## src/rtl/axi4_full_to_stream.sv

```systemverilog
// MM2S mover: one AXI4 INCR read burst per start pulse, replayed as an AXI4-Stream
// master through a small registered FIFO, with TLAST generated from the beat counter.
module axi4_full_to_stream #(
   parameter int unsigned C_AXI_DATA_WIDTH     = 32,
   parameter int unsigned C_M_AXI_BURST_LEN    = 256,
   parameter int unsigned C_M_AXI_ID_WIDTH     = 1,
   parameter int unsigned C_M_AXI_ADDR_WIDTH   = 32,
   parameter int unsigned C_M_AXI_ARUSER_WIDTH = 1,
   parameter int unsigned C_FIFO_DEPTH         = 4
) (
   input  logic                              ACLK,
   input  logic                              ARESETN,
   input  logic                              sw_reset,
   output logic                              sw_reset_ok,
   input  logic [C_M_AXI_ADDR_WIDTH-1:0]     read_address,
   input  logic                              read_start,
   output logic                              output_idle,
   output logic                              output_error,
   output logic [C_AXI_DATA_WIDTH-1:0]       debug_data_sum,
   output logic                              M_AXIS_TVALID,
   input  logic                              M_AXIS_TREADY,
   output logic [C_AXI_DATA_WIDTH-1:0]       M_AXIS_TDATA,
   output logic [C_AXI_DATA_WIDTH/8-1:0]     M_AXIS_TSTRB,
   output logic                              M_AXIS_TLAST,
   output logic [C_M_AXI_ID_WIDTH-1:0]       M_AXI_ARID,
   output logic [C_M_AXI_ADDR_WIDTH-1:0]     M_AXI_ARADDR,
   output logic [7:0]                        M_AXI_ARLEN,
   output logic [2:0]                        M_AXI_ARSIZE,
   output logic [1:0]                        M_AXI_ARBURST,
   output logic                              M_AXI_ARLOCK,
   output logic [3:0]                        M_AXI_ARCACHE,
   output logic [2:0]                        M_AXI_ARPROT,
   output logic [3:0]                        M_AXI_ARQOS,
   output logic [C_M_AXI_ARUSER_WIDTH-1:0]   M_AXI_ARUSER,
   output logic                              M_AXI_ARVALID,
   input  logic                              M_AXI_ARREADY,
   input  logic [C_M_AXI_ID_WIDTH-1:0]       M_AXI_RID,
   input  logic [C_AXI_DATA_WIDTH-1:0]       M_AXI_RDATA,
   input  logic [1:0]                        M_AXI_RRESP,
   input  logic                              M_AXI_RLAST,
   input  logic                              M_AXI_RUSER,
   input  logic                              M_AXI_RVALID,
   output logic                              M_AXI_RREADY
);

   localparam int unsigned STRB_W = C_AXI_DATA_WIDTH / 8;
   localparam int unsigned CNT_W  = $clog2(C_M_AXI_BURST_LEN);
   localparam int unsigned PTR_W  = $clog2(C_FIFO_DEPTH);
   localparam int unsigned LVL_W  = PTR_W + 1;

   typedef enum logic [1:0] {S_IDLE, S_ADDR, S_DATA, S_DRAIN} state_t;

   state_t                          r_state;
   logic [C_M_AXI_ADDR_WIDTH-1:0]   r_araddr;
   logic [CNT_W-1:0]                r_beat;
   logic                            r_error;
   logic [C_AXI_DATA_WIDTH-1:0]     r_sum;
   logic                            r_sw_ok;
   logic [PTR_W-1:0]                r_wr_ptr;
   logic [PTR_W-1:0]                r_rd_ptr;
   logic [LVL_W-1:0]                r_level;
   logic [C_AXI_DATA_WIDTH-1:0]     r_mem_data [C_FIFO_DEPTH];
   logic                            r_mem_last [C_FIFO_DEPTH];

   logic w_full, w_empty, w_rready, w_rbeat, w_final, w_push, w_tvalid, w_pop, w_start;
   logic w_unused_ok;

   assign w_full   = (r_level == LVL_W'(C_FIFO_DEPTH));
   assign w_empty  = (r_level == '0);
   // Under sw_reset the R channel is drained unconditionally and beats are dropped.
   assign w_rready = (r_state == S_DATA) && (sw_reset || !w_full);
   assign w_rbeat  = w_rready && M_AXI_RVALID;
   assign w_final  = (r_beat == CNT_W'(C_M_AXI_BURST_LEN - 1));
   assign w_push   = w_rbeat && !sw_reset;
   assign w_tvalid = !w_empty && !sw_reset;
   assign w_pop    = w_tvalid && M_AXIS_TREADY;
   assign w_start  = (r_state == S_IDLE) && read_start && !sw_reset;

   // Control FSM, address latch, beat counter and sticky error.
   always_ff @(posedge ACLK or negedge ARESETN) begin
      if (!ARESETN) begin
         r_state  <= S_IDLE;
         r_araddr <= '0;
         r_beat   <= '0;
         r_error  <= 1'b0;
      end else begin
         case (r_state)
            S_IDLE: if (w_start) begin
               r_araddr <= read_address;
               r_beat   <= '0;
               r_error  <= 1'b0;
               r_state  <= S_ADDR;
            end
            S_ADDR: if (M_AXI_ARREADY) r_state <= S_DATA;
            S_DATA: if (w_rbeat) begin
               r_beat <= r_beat + CNT_W'(1);
               if ((M_AXI_RRESP != 2'b00) || (M_AXI_RLAST != w_final)) r_error <= 1'b1;
               if (w_final) r_state <= S_DRAIN;
            end
            S_DRAIN: if (sw_reset || w_empty || ((r_level == LVL_W'(1)) && w_pop))
               r_state <= S_IDLE;
            default: r_state <= S_IDLE;
         endcase
      end
   end

   // FIFO pointers and fill level; sw_reset discards all buffered beats.
   always_ff @(posedge ACLK or negedge ARESETN) begin
      if (!ARESETN) begin
         r_wr_ptr <= '0;
         r_rd_ptr <= '0;
         r_level  <= '0;
      end else if (sw_reset) begin
         r_wr_ptr <= '0;
         r_rd_ptr <= '0;
         r_level  <= '0;
      end else begin
         if (w_push) r_wr_ptr <= r_wr_ptr + PTR_W'(1);
         if (w_pop)  r_rd_ptr <= r_rd_ptr + PTR_W'(1);
         r_level <= r_level + LVL_W'(w_push) - LVL_W'(w_pop);
      end
   end

   always_ff @(posedge ACLK) begin
      if (w_push) begin
         r_mem_data[r_wr_ptr] <= M_AXI_RDATA;
         r_mem_last[r_wr_ptr] <= w_final;
      end
   end

   // Debug checksum and flush-complete flag.
   always_ff @(posedge ACLK or negedge ARESETN) begin
      if (!ARESETN) begin
         r_sum   <= '0;
         r_sw_ok <= 1'b0;
      end else begin
         if (w_pop) r_sum <= r_sum + r_mem_data[r_rd_ptr];
         r_sw_ok <= sw_reset && (r_state == S_IDLE) && w_empty;
      end
   end

   assign w_unused_ok = ^{M_AXI_RID, M_AXI_RUSER};

   assign sw_reset_ok    = r_sw_ok;
   assign output_idle    = (r_state == S_IDLE);
   assign output_error   = r_error;
   assign debug_data_sum = r_sum;
   assign M_AXIS_TVALID  = w_tvalid;
   assign M_AXIS_TDATA   = r_mem_data[r_rd_ptr];
   assign M_AXIS_TLAST   = w_tvalid && r_mem_last[r_rd_ptr];
   assign M_AXIS_TSTRB   = {STRB_W{1'b1}};
   assign M_AXI_ARID     = '0;
   assign M_AXI_ARADDR   = r_araddr;
   assign M_AXI_ARLEN    = 8'(C_M_AXI_BURST_LEN - 1);
   assign M_AXI_ARSIZE   = 3'($clog2(STRB_W));
   assign M_AXI_ARBURST  = 2'b01;
   assign M_AXI_ARLOCK   = 1'b0;
   assign M_AXI_ARCACHE  = 4'b0011;
   assign M_AXI_ARPROT   = 3'b000;
   assign M_AXI_ARQOS    = 4'b0000;
   assign M_AXI_ARUSER   = '0;
   assign M_AXI_ARVALID  = (r_state == S_ADDR);
   assign M_AXI_RREADY   = w_rready;

endmodule
```

## config.mk

```make
export PLATFORM = sky130hd
export DESIGN_NAME = axi4_full_to_stream
export DESIGN_NICKNAME = d
export VERILOG_FILES = /design/src/rtl/axi4_full_to_stream.sv
export SDC_FILE = /design/constraint.sdc
export NUM_CORES = 1
export LEC_CHECK = 0
export ABC_AREA = 0
export BUFFER_PORTS_ARGS = -buffer_cell sky130_fd_sc_hd__buf_2
export CORE_ASPECT_RATIO = 1.75
export CORE_UTILIZATION = 62
export CTS_BUF_LIST = sky130_fd_sc_hd__clkbuf_8
export CTS_CLUSTER_SIZE = 8
export DETAILED_ROUTE_END_ITERATION = 10
export PLACE_DENSITY = 0.93
export SYNTH_ARGS = -nofsm -noshare
export SYNTH_HDL_FRONTEND = slang
export SYNTH_SLANG_ARGS = --single-unit
```

## constraint.sdc

```tcl
create_clock -name ACLK -period 5.7 [get_ports ACLK]
set_clock_uncertainty 0.1 [all_clocks]
set_input_delay 0.285 -clock ACLK [delete_from_list [all_inputs] [get_ports ACLK]]
set_output_delay 0.285 -clock ACLK [all_outputs]
set_load 0.005 [all_outputs]
```

* Yosys cells after proc, flatten, opt, wreduce, memory -nomap -nowiden *
Memory sizes are Yosys's and may differ from the RTL's.
Index checks and enable logic that the tools add are counted.

storage, ports and cells
  word-level logic and storage cells = 78
  memory bits (writable) = 132
  flip-flop bits (word level) = 83
  output and inout port bits = 134
  bits in read-only memories = 0
  memories = 2
  bits in latches = 0
  input bits = 76

memory list
  name        depth  bits a word  rd ports  clocked after Yosys merged registers in  wr ports  line  source
  r_mem_data  4      32           1         0                                        1         62    logic [C_AXI_DATA_WIDTH-1:0] r_mem_data [C_FIFO_DEPTH];
  r_mem_last  4      1            1         0                                        1         63    logic r_mem_last [C_FIFO_DEPTH];

operators by class
  eq/ne operators = 13
  $mul = 0
  reductions and logical operators = 28
  $add $sub $neg = 6
  shift-type cells = 0
  muxes and demuxes = 20
  order comparisons = 0
  divide/modulo/power cells = 0
  bitwise logic cells = 0

operator list
  cell                                                   count
  adder 32 bit                                           1
  two-way mux 2 bit                                      9
  two-way mux 8 bit                                      2
  case mux 8 bit (2 select lines)                        1
  logical AND 1 bit                                      11
  adder 8 x 1 -> 8 bit, second input constant            1
  equality test 8 bit, second input constant             1
  case mux 2 bit (4 select lines)                        1
  nonzero test 2 bit                                     4
  inequality test 2 x 1 -> 1 bit, second input constant  3
  inequality test 2 bit, second input constant           3
  two-way mux 1 bit                                      5
  AND reduction 5 bit                                    1
  adder 2 x 1 -> 2 bit, second input constant            2
  equality test 2 bit, second input constant             2
  logical OR 1 bit                                       4
  AND reduction 4 bit                                    1
  adder 3 x 1 -> 3 bit                                   1
  equality test 3 x 1 -> 1 bit, second input constant    1
  equality test 3 bit, second input constant             1
  logical NOT 1 bit                                      3
  logical NOT 3 bit                                      1
  two-way mux 3 bit                                      1
  AND reduction 3 bit                                    1
  6 further kinds                                        6

* Logic depth before layout (Yosys ltp) *
Gate-level depths: netlist of run 1.

  word-level depth = 9
  gate-level depth with buffers = 14
  mapped depth without buffers = 14

* Worst setup path before layout of run 1 *
No wires, ideal clock.

  kind = reg-to-reg
  from = register r_rd_ptr[0]
  to = register r_sum[28] (netlist: debug_data_sum[28])
  data arrival time = 3.573 ns
  cell stages (with the launch flop) = 12
  path slack = 1.932 ns
  data required time = 5.505 ns
  path buffers = 2
  cell sequence = dfrtp_1 -> buf_2 -> buf_1 -> mux4_2 -> fa_1 -> a21o_1 -> a221oi_2 -> o21a_4 -> nor4_2 -> o2111a_1 -> o31a_1 -> o31ai_1

on the way
  cells in the longest elaborated chain, start to end = 2

ends and longest elaborated chain
  what                       line  source
  start: declaration         60    logic [PTR_W-1:0] r_rd_ptr;
  start signal: assignment   119   if (w_pop) r_rd_ptr <= r_rd_ptr + PTR_W'(1);
  memory read (4 x 32 bit)   --
  named net M_AXIS_TDATA[1]  22    output logic [C_AXI_DATA_WIDTH-1:0] M_AXIS_TDATA,
  adder 32 bit               137   if (w_pop) r_sum <= r_sum + r_mem_data[r_rd_ptr];
  end signal: assignment     137
  end: declaration           57    logic [C_AXI_DATA_WIDTH-1:0] r_sum;

The timed path passes the listed nets, and every way through them passes these cells.
A chain may end at the register's enable or synchronous reset.

* Final worst setup path of run 1 *
  from = register r_rd_ptr[0]
  to = register r_sum[28] (netlist: debug_data_sum[28])

on the way
  cells in the longest elaborated chain, start to end = 2

ends and longest elaborated chain
  what                      line
  memory read (4 x 32 bit)  --
  adder 32 bit              137

No other way between the ends.

==> results of run 1 <==
-- routing by layer --
layer	GRT usage, %	up-vias
li1	-	3346
met1	33.5	3546
met2	53.2	364
met3	5.24	81
met4	14.2	0
met5	0	-
-- worst max-delay path: stages (launching register included) --
cell	delay, ps
dfrtp_2	680
buf_4	470
mux4_2	600
ha_1	420
a21oi_2	250
o21ai_1	160
o41ai_2	320
o21ai_0	220
o2111a_1	290
o31a_1	270
o31ai_1	180
-- report_power, final --
part           internal [µW]  total (µW)  switching [µW]
sequential              1950        2180             230
clock                    528        1090             564
combinational           1260        2850            1590
total                   3740        6130            2380
-- state kept, by name, indices dropped and copies added (netlist names), 2 cells and up --
| signal | count |
|---|---|
| r_rd_ptr | 2 |
| r_level | 3 |
| r_wr_ptr | 2 |
| debug_data_sum | 32 |
| r_beat | 8 |
| r_state | 2 |
| r_mem_last | 4 |
| M_AXI_ARADDR | 32 |
| r_mem_data | 128 |
-- worst min-delay path by stage --
stage / startpoint / endpoint / slack, ps / cells past startpoint
floorplan: ARESETN / M_AXI_ARADDR[0] / -110 / 0
detailed placement: ARESETN / M_AXI_ARADDR[11] / 200 / 1
CTS: M_AXI_RLAST / output_error / 20 / 5
finish: M_AXIS_TREADY / r_rd_ptr[0] / 50 / 4
global placement: ARESETN / M_AXI_ARADDR[14] / 200 / 1
global route: M_AXIS_TREADY / r_rd_ptr[0] / 50 / 4
-- cell type report --
| class | instances | area share (%) |
|---|---|---|
| antenna | 1 | 0.0200 |
| clock buffer | 33 | 3.62 |
| clock inverter | 23 | 0.718 |
| inverter | 16 | 0.479 |
| multi-input combinational | 503 | 31.7 |
| sequential | 215 | 48.2 |
| tap | 224 | 2.23 |
| timing repair buffer | 253 | 13.0 |
-- kinds of logic (layout without fill, tap and decap cells) --
family                     after synthesis  after routing  synth area share [%]
adders and majority gates               44             44                  5.41
buffers and inverters                   83            325                  5.25
xor gates and xnor gates                27             27                  2.26
and+or+nand+nor                        192            192                  8.98
other                                    2             32                0.0718
muxes                                   69             69                  10.9
AOI/OAI and AO/OA                      140            140                  9.33
DFF                                    215            215                  57.8
-- placed cells by master, fill, tap and decap left out, types with 35 or more instances in the layout --
cell type / count
edfxtp_1: 132
o21ai_0: 35
nand2_1: 59
dfrtp_1: 82
nor2_1: 41
dlygate4sd3_1: 68
ha_1: 42
buf_2: 175
inv_1: 38
-- per-stage QoR --
step / power [µW] / hold slack (ps) / util (%) / instances
finish: 6130 / 54.7 / 76.3 / 1268
global route: 6530 / 47.2 / 76.3 / 1268
CTS: 6080 / 21.6 / 76.2 / 1267
detailed placement: 4950 / 204 / 68.8 / 1143
global placement: 4830 / 204 / 68.8 / 1143
floorplan: 4240 / -111 / - / 801
-- repair_timing --
action,in CTS,in global routing
endpoints found under the hold margin,207,0
endpoints found under the setup margin,0,0
hold buffers,68,0
==> flow_metrics.py, run 1 <==
metrics = {
    "timing": {
        "worst_slack_ps": 1640,
        "hold_violations": 0,
        "period_share_pct": 71.3,
        "final.setup.tns_ps": 0,
        "worst_pin_slew_ps": 695,
        "period_needed_ps": 4060,
        "max-slew-margin-rel_pct": 53.7,
        "setup_viol": 0,
        "fmax_mhz": 246,
        "finalMaxSlewViolations": 0,
        "rsz0062_at_grt": "no",
    },
    "critical_path": {
        "r2r_end": "debug_data_sum[28]",
        "rr_worst_depth": 10,
        "worstSetupStartpoint": "r_rd_ptr[0]",
        "r2r_slack_ps": 1640,
        "crit_path_end": "debug_data_sum[28]",
        "crit_arrival_ps": 4430,
        "crit_path_max_fanout": 20,
        "path_class": "flop to flop",
        "required_ps": 6070,
        "crit_path_end_kind": "flop",
        "rr_startpoint": "r_rd_ptr[0]",
        "start_kind": "flop",
    },
    "global_routing": {
        "grt_max_degree": 67,
        "grt_pass1_wl_um": 39700,
        "grt_pass1_vias": 7930,
        "grt-ovfl-total": 0,
        "grt_usage_pct": 29.6,
        "antenna_found_initial": 1,
    },
    "finish": {
        "drive_above_1_share_pct": 29.0,
        "area.growth.synth_to_final_pct": 19.9,
        "fillCellCount": 1043,
        "multi_input_area_um2": 3980,
        "design_area_um2": 12500,
        "final_nets": 1140,
        "register_area_um2": 6040,
    },
    "synthesis": {
        "synth_common_cells": "edfxtp_1, dfrtp_1, nand2_1",
        "syn_inst": 772,
        "ys_async_sr_fraction_pct": 38.6,
        "ys_ff_latch": 215,
        "yosysTopAreaCell": "edfxtp_1",
        "syn_area_um2": 10500,
        "ys_top_cells_by_area": "edfxtp_1, dfrtp_1, mux4_2, ha_1, mux2_2",
        "synthFlopType": "edfxtp_1",
        "yosysSeqAreaShare_pct": 57.8,
        "yosysWarnings": 0,
        "synth-edff-count": 132,
        "yosysMostFrequentCell": "edfxtp_1",
        "ys_types": 73,
        "avgSynthCellArea_um2": 13.5,
        "synth_top_area_share_pct": 37.9,
    },
    "detailed_routing": {
        "drt_iter0_markers": 359,
        "viasPerCell": 5.79,
        "drc": 0,
        "wl_met2_um": 13300,
        "wl_met1_um": 8820,
        "met3_length_um": 1680,
        "detail-route-antenna-nets": 0,
        "vias": 7337,
        "postRouteWirelength_um": 24800,
        "drt_first_pass_iters": 6,
        "routed.top_layer": "met4",
        "wl_per_cell_um": 19.6,
    },
    "placed_design": {
        "io_buffers": 176,
        "hpwl_um": 16200,
        "pre_cts_ws_ps": 1640,
        "gp_congestion": 0.920,
        "placedInstanceArea_um2": 11300,
    },
    "cts": {
        "cts_sinks": 215,
        "cts_resized": 0,
        "clk_pin_slew_ps": 70,
        "postCtsSetupBuffers": 0,
        "clockBufferDepth": 3,
        "numCtsBuffers": 31,
        "cts_tree": "yes",
        "clk_latency_ps": 570,
        "htreeDepth": 1,
        "root_buffer": "clkbuf_8",
    },
    "power_and_ir_drop": {
        "ir_worst_vdd_mv": 0.309,
        "p_per_area_nw_per_um2": 489,
        "p_leak_uw": 0.00532,
    },
    "die": {
        "dieArea_um2": 17400,
        "coreArea_um2": 16400,
        "io_pins": 210,
        "die_h_um": 174,
        "die_x_um": 100,
        "initial_core_util_pct": 63.6,
        "rows": 62,
    },
    "run": {
        "maxCapViolations": 0,
    },
    "worst_hold_path": {
        "holdCritPathClass": "input port to flop",
    },
    "outcome": {
        "status": "finished clean",
    },
}
(Power assumes the default switching activity.)
==> run 2, diff against run 1 <==
--- a/config.mk
+++ b/config.mk
@@ -8,11 +8,11 @@
 export ABC_AREA = 0
 export BUFFER_PORTS_ARGS = -buffer_cell sky130_fd_sc_hd__buf_2
 export CORE_ASPECT_RATIO = 1.75
-export CORE_UTILIZATION = 62
+export CORE_UTILIZATION = 52
 export CTS_BUF_LIST = sky130_fd_sc_hd__clkbuf_8
 export CTS_CLUSTER_SIZE = 8
 export DETAILED_ROUTE_END_ITERATION = 10
-export PLACE_DENSITY = 0.93
+export PLACE_DENSITY = 0.84
 export SYNTH_ARGS = -nofsm -noshare
 export SYNTH_HDL_FRONTEND = slang
 export SYNTH_SLANG_ARGS = --single-unit
==> constraint.sdc (replaced) <==
create_clock -name ACLK -period 3.3 [get_ports ACLK]
set_clock_uncertainty 0.1 [all_clocks]
set_input_delay 0.165 -clock ACLK [delete_from_list [all_inputs] [get_ports ACLK]]
set_output_delay 0.165 -clock ACLK [all_outputs]
set_load 0.005 [all_outputs]
==> run 2 against run 1 <==
The flow now finishes with violations (setup timing). Power is 96% higher. Hold slack better by 95 ps. Count of clock-buffer cells in the layout is 1 lower. Design area up 8.4%. Non-clock buffer count increased by 90. Register-to-register slack worse by 1700 ps.
==> flow_metrics.py, run 2 (synthesized netlist as in run 1, its figures left out) <==
metrics = {
    "global_routing": {
        "grt_usage_pct": 25.2,
        "grt-ovfl-total": 0,
        "antenna_found_initial": 1,
        "grt_pass1_vias": 8150,
        "grt_max_degree": 67,
        "grt_pass1_wl_um": 40100,
    },
    "detailed_routing": {
        "viasPerCell": 5.65,
        "drt_iter0_markers": 350,
        "wl_per_cell_um": 19.0,
        "postRouteWirelength_um": 26300,
        "detail-route-antenna-nets": 0,
        "vias": 7792,
        "drt_first_pass_iters": 5,
        "drc": 0,
    },
    "critical_path": {
        "crit_family": "compound AO/OA/AOI/OAI gates",
        "crit_path_end_kind": "flop",
        "required_ps": 3680,
        "max_stage_delay_ps": 560,
        "cp_num_buf_inv": 2,
        "crit_slowest_cell": "mux4_2",
        "crit_path_max_fanout": 9,
        "path_cells": "buf_12, mux4_2, ha_4, a21o_1, a221oi_4, o21a_4, buf_6, o31ai_4, a22oi_2, or4_1, nand3_1",
        "start_kind": "flop",
        "crit_arrival_ps": 3730,
        "path_class": "flop to flop",
    },
    "die": {
        "io_pins": 210,
        "rows": 68,
        "coreArea_um2": 19700,
        "die_x_um": 109,
        "initial_core_util_pct": 53.0,
        "die_h_um": 190,
        "dieArea_um2": 20700,
    },
    "placed_design": {
        "dp.cells": 1245,
        "hpwl_um": 17100,
        "gp_congestion": 0.916,
        "placedInstanceArea_um2": 12000,
        "io_buffers": 176,
        "pre_cts_ws_ps": -155,
    },
    "timing": {
        "period_share_pct": 101,
        "hold_violations": 0,
        "fmax_mhz": 299,
        "finalMaxSlewViolations": 0,
        "max-slew-margin-rel_pct": 41.8,
        "rsz0062_at_grt": "yes",
        "period_needed_ps": 3340,
        "worst_pin_slew_ps": 873,
        "worst_slack_ps": -43.3,
        "setup_viol": 3,
        "final.setup.tns_ps": -85.6,
    },
    "finish": {
        "fillCellCount": 1350,
        "largest_reg_flops": 128,
        "area.growth.synth_to_final_pct": 30.0,
        "stdcell_count": 1379,
        "utilization_pct": 68.9,
        "layout_common_cells": "buf_2, edfxtp_1, buf_4",
        "final_common_cell": "buf_2",
        "design_area_um2": 13600,
        "regMostFlops": "r_mem_data",
        "drive_above_1_share_pct": 37.1,
        "final_nets": 1230,
    },
    "worst_hold_path": {
        "holdCritPathClass": "input port to async pin",
    },
    "power_and_ir_drop": {
        "p_per_area_nw_per_um2": 884,
        "p_leak_uw": 0.00578,
        "ir_worst_vdd_mv": 0.629,
    },
    "outcome": {
        "status": "finished with violations",
        "failed_checks": "setup timing",
    },
    "cts": {
        "cts_tree": "yes",
        "root_buffer": "clkbuf_8",
        "clockBufferDepth": 3,
        "htreeDepth": 1,
        "cts_sinks": 215,
        "numCtsBuffers": 31,
        "clk_pin_slew_ps": 60,
        "clk_latency_ps": 550,
    },
    "run": {
        "maxCapViolations": 0,
    },
}
==> run 2: changes by cell type in the layout (fill, tap and decap cells not counted), moves of 3 or more <==
cell | previous run | this run
ha_4 | 0 | 15
ha_1 | 42 | 27
nor3_1 | 16 | 13
nor3_2 | 0 | 3
buf_4 | 10 | 91
o21ai_1 | 3 | 6
dlygate4sd3_1 | 68 | 72
o21ai_0 | 35 | 31
==> run 2: routing by layer <==
metal  vias to the layer above  global-route usage [%]  wire (µm)
li1                       3512                       -          -
met1                      3810                    27.1       9140
met2                       374                    45.5      14000
met3                        96                    4.32       1620
met4                         0                    14.2       1460
met5                         -                       0          0
==> run 2: cell type report <==
cell class	count	area, µm²	area share, %
diodes	1	2.50	0.0184
clock buffers	32	440	3.24
multi-input cells	503	4280	31.5
well taps	245	307	2.25
inverters	16	60.1	0.442
flip-flops and latches	215	6040	44.4
clock inverters	24	90.1	0.663
repair buffers	343	2370	17.4
==> run 2: final timing paths <==
kind | from | slack (ps) | end | depth (start not counted)
min in group ACLK | M_AXI_RDATA[23] | 280 | r_mem_data[2][23] | 2
max in group asynchronous | ARESETN | 2150 | debug_data_sum[9] | 3
min reg2reg | output_error | 390 | output_error | 2
max | r_rd_ptr[0] | -40 | debug_data_sum[26] | 11
max reg2reg | r_rd_ptr[0] | -40 | debug_data_sum[26] | 11
min | ARESETN | 150 | M_AXI_ARADDR[16] | 2
==> run 2: power breakdown <==
| group | internal (µW) | total [µW] | leakage [µW] | switching (µW) |
|---|---|---|---|---|
| sequential | 3380 | 3810 | 0.00223 | 430 |
| clock | 887 | 1850 | 0.000358 | 958 |
| combinational | 3210 | 6370 | 0.00320 | 3160 |
==> run 2: what timing repair did <==
action | 4_1_cts | 5_1_grt
setup endpoints to repair | 8 | 15
gates resized for setup | 13 | 39
pin swaps | 4 | 18
setup buffers | 3 | 5
endpoints found under the hold margin | 229 | 0
hold buffers | 72 | 0
==> run 2: through the flow <==
stage,hold slack (ps),power [µW]
after global routing,236,12800
after global placement,214,9250
after floorplan,-231,7380
after detailed placement,229,9430
after CTS,171,11500
final,150,12000
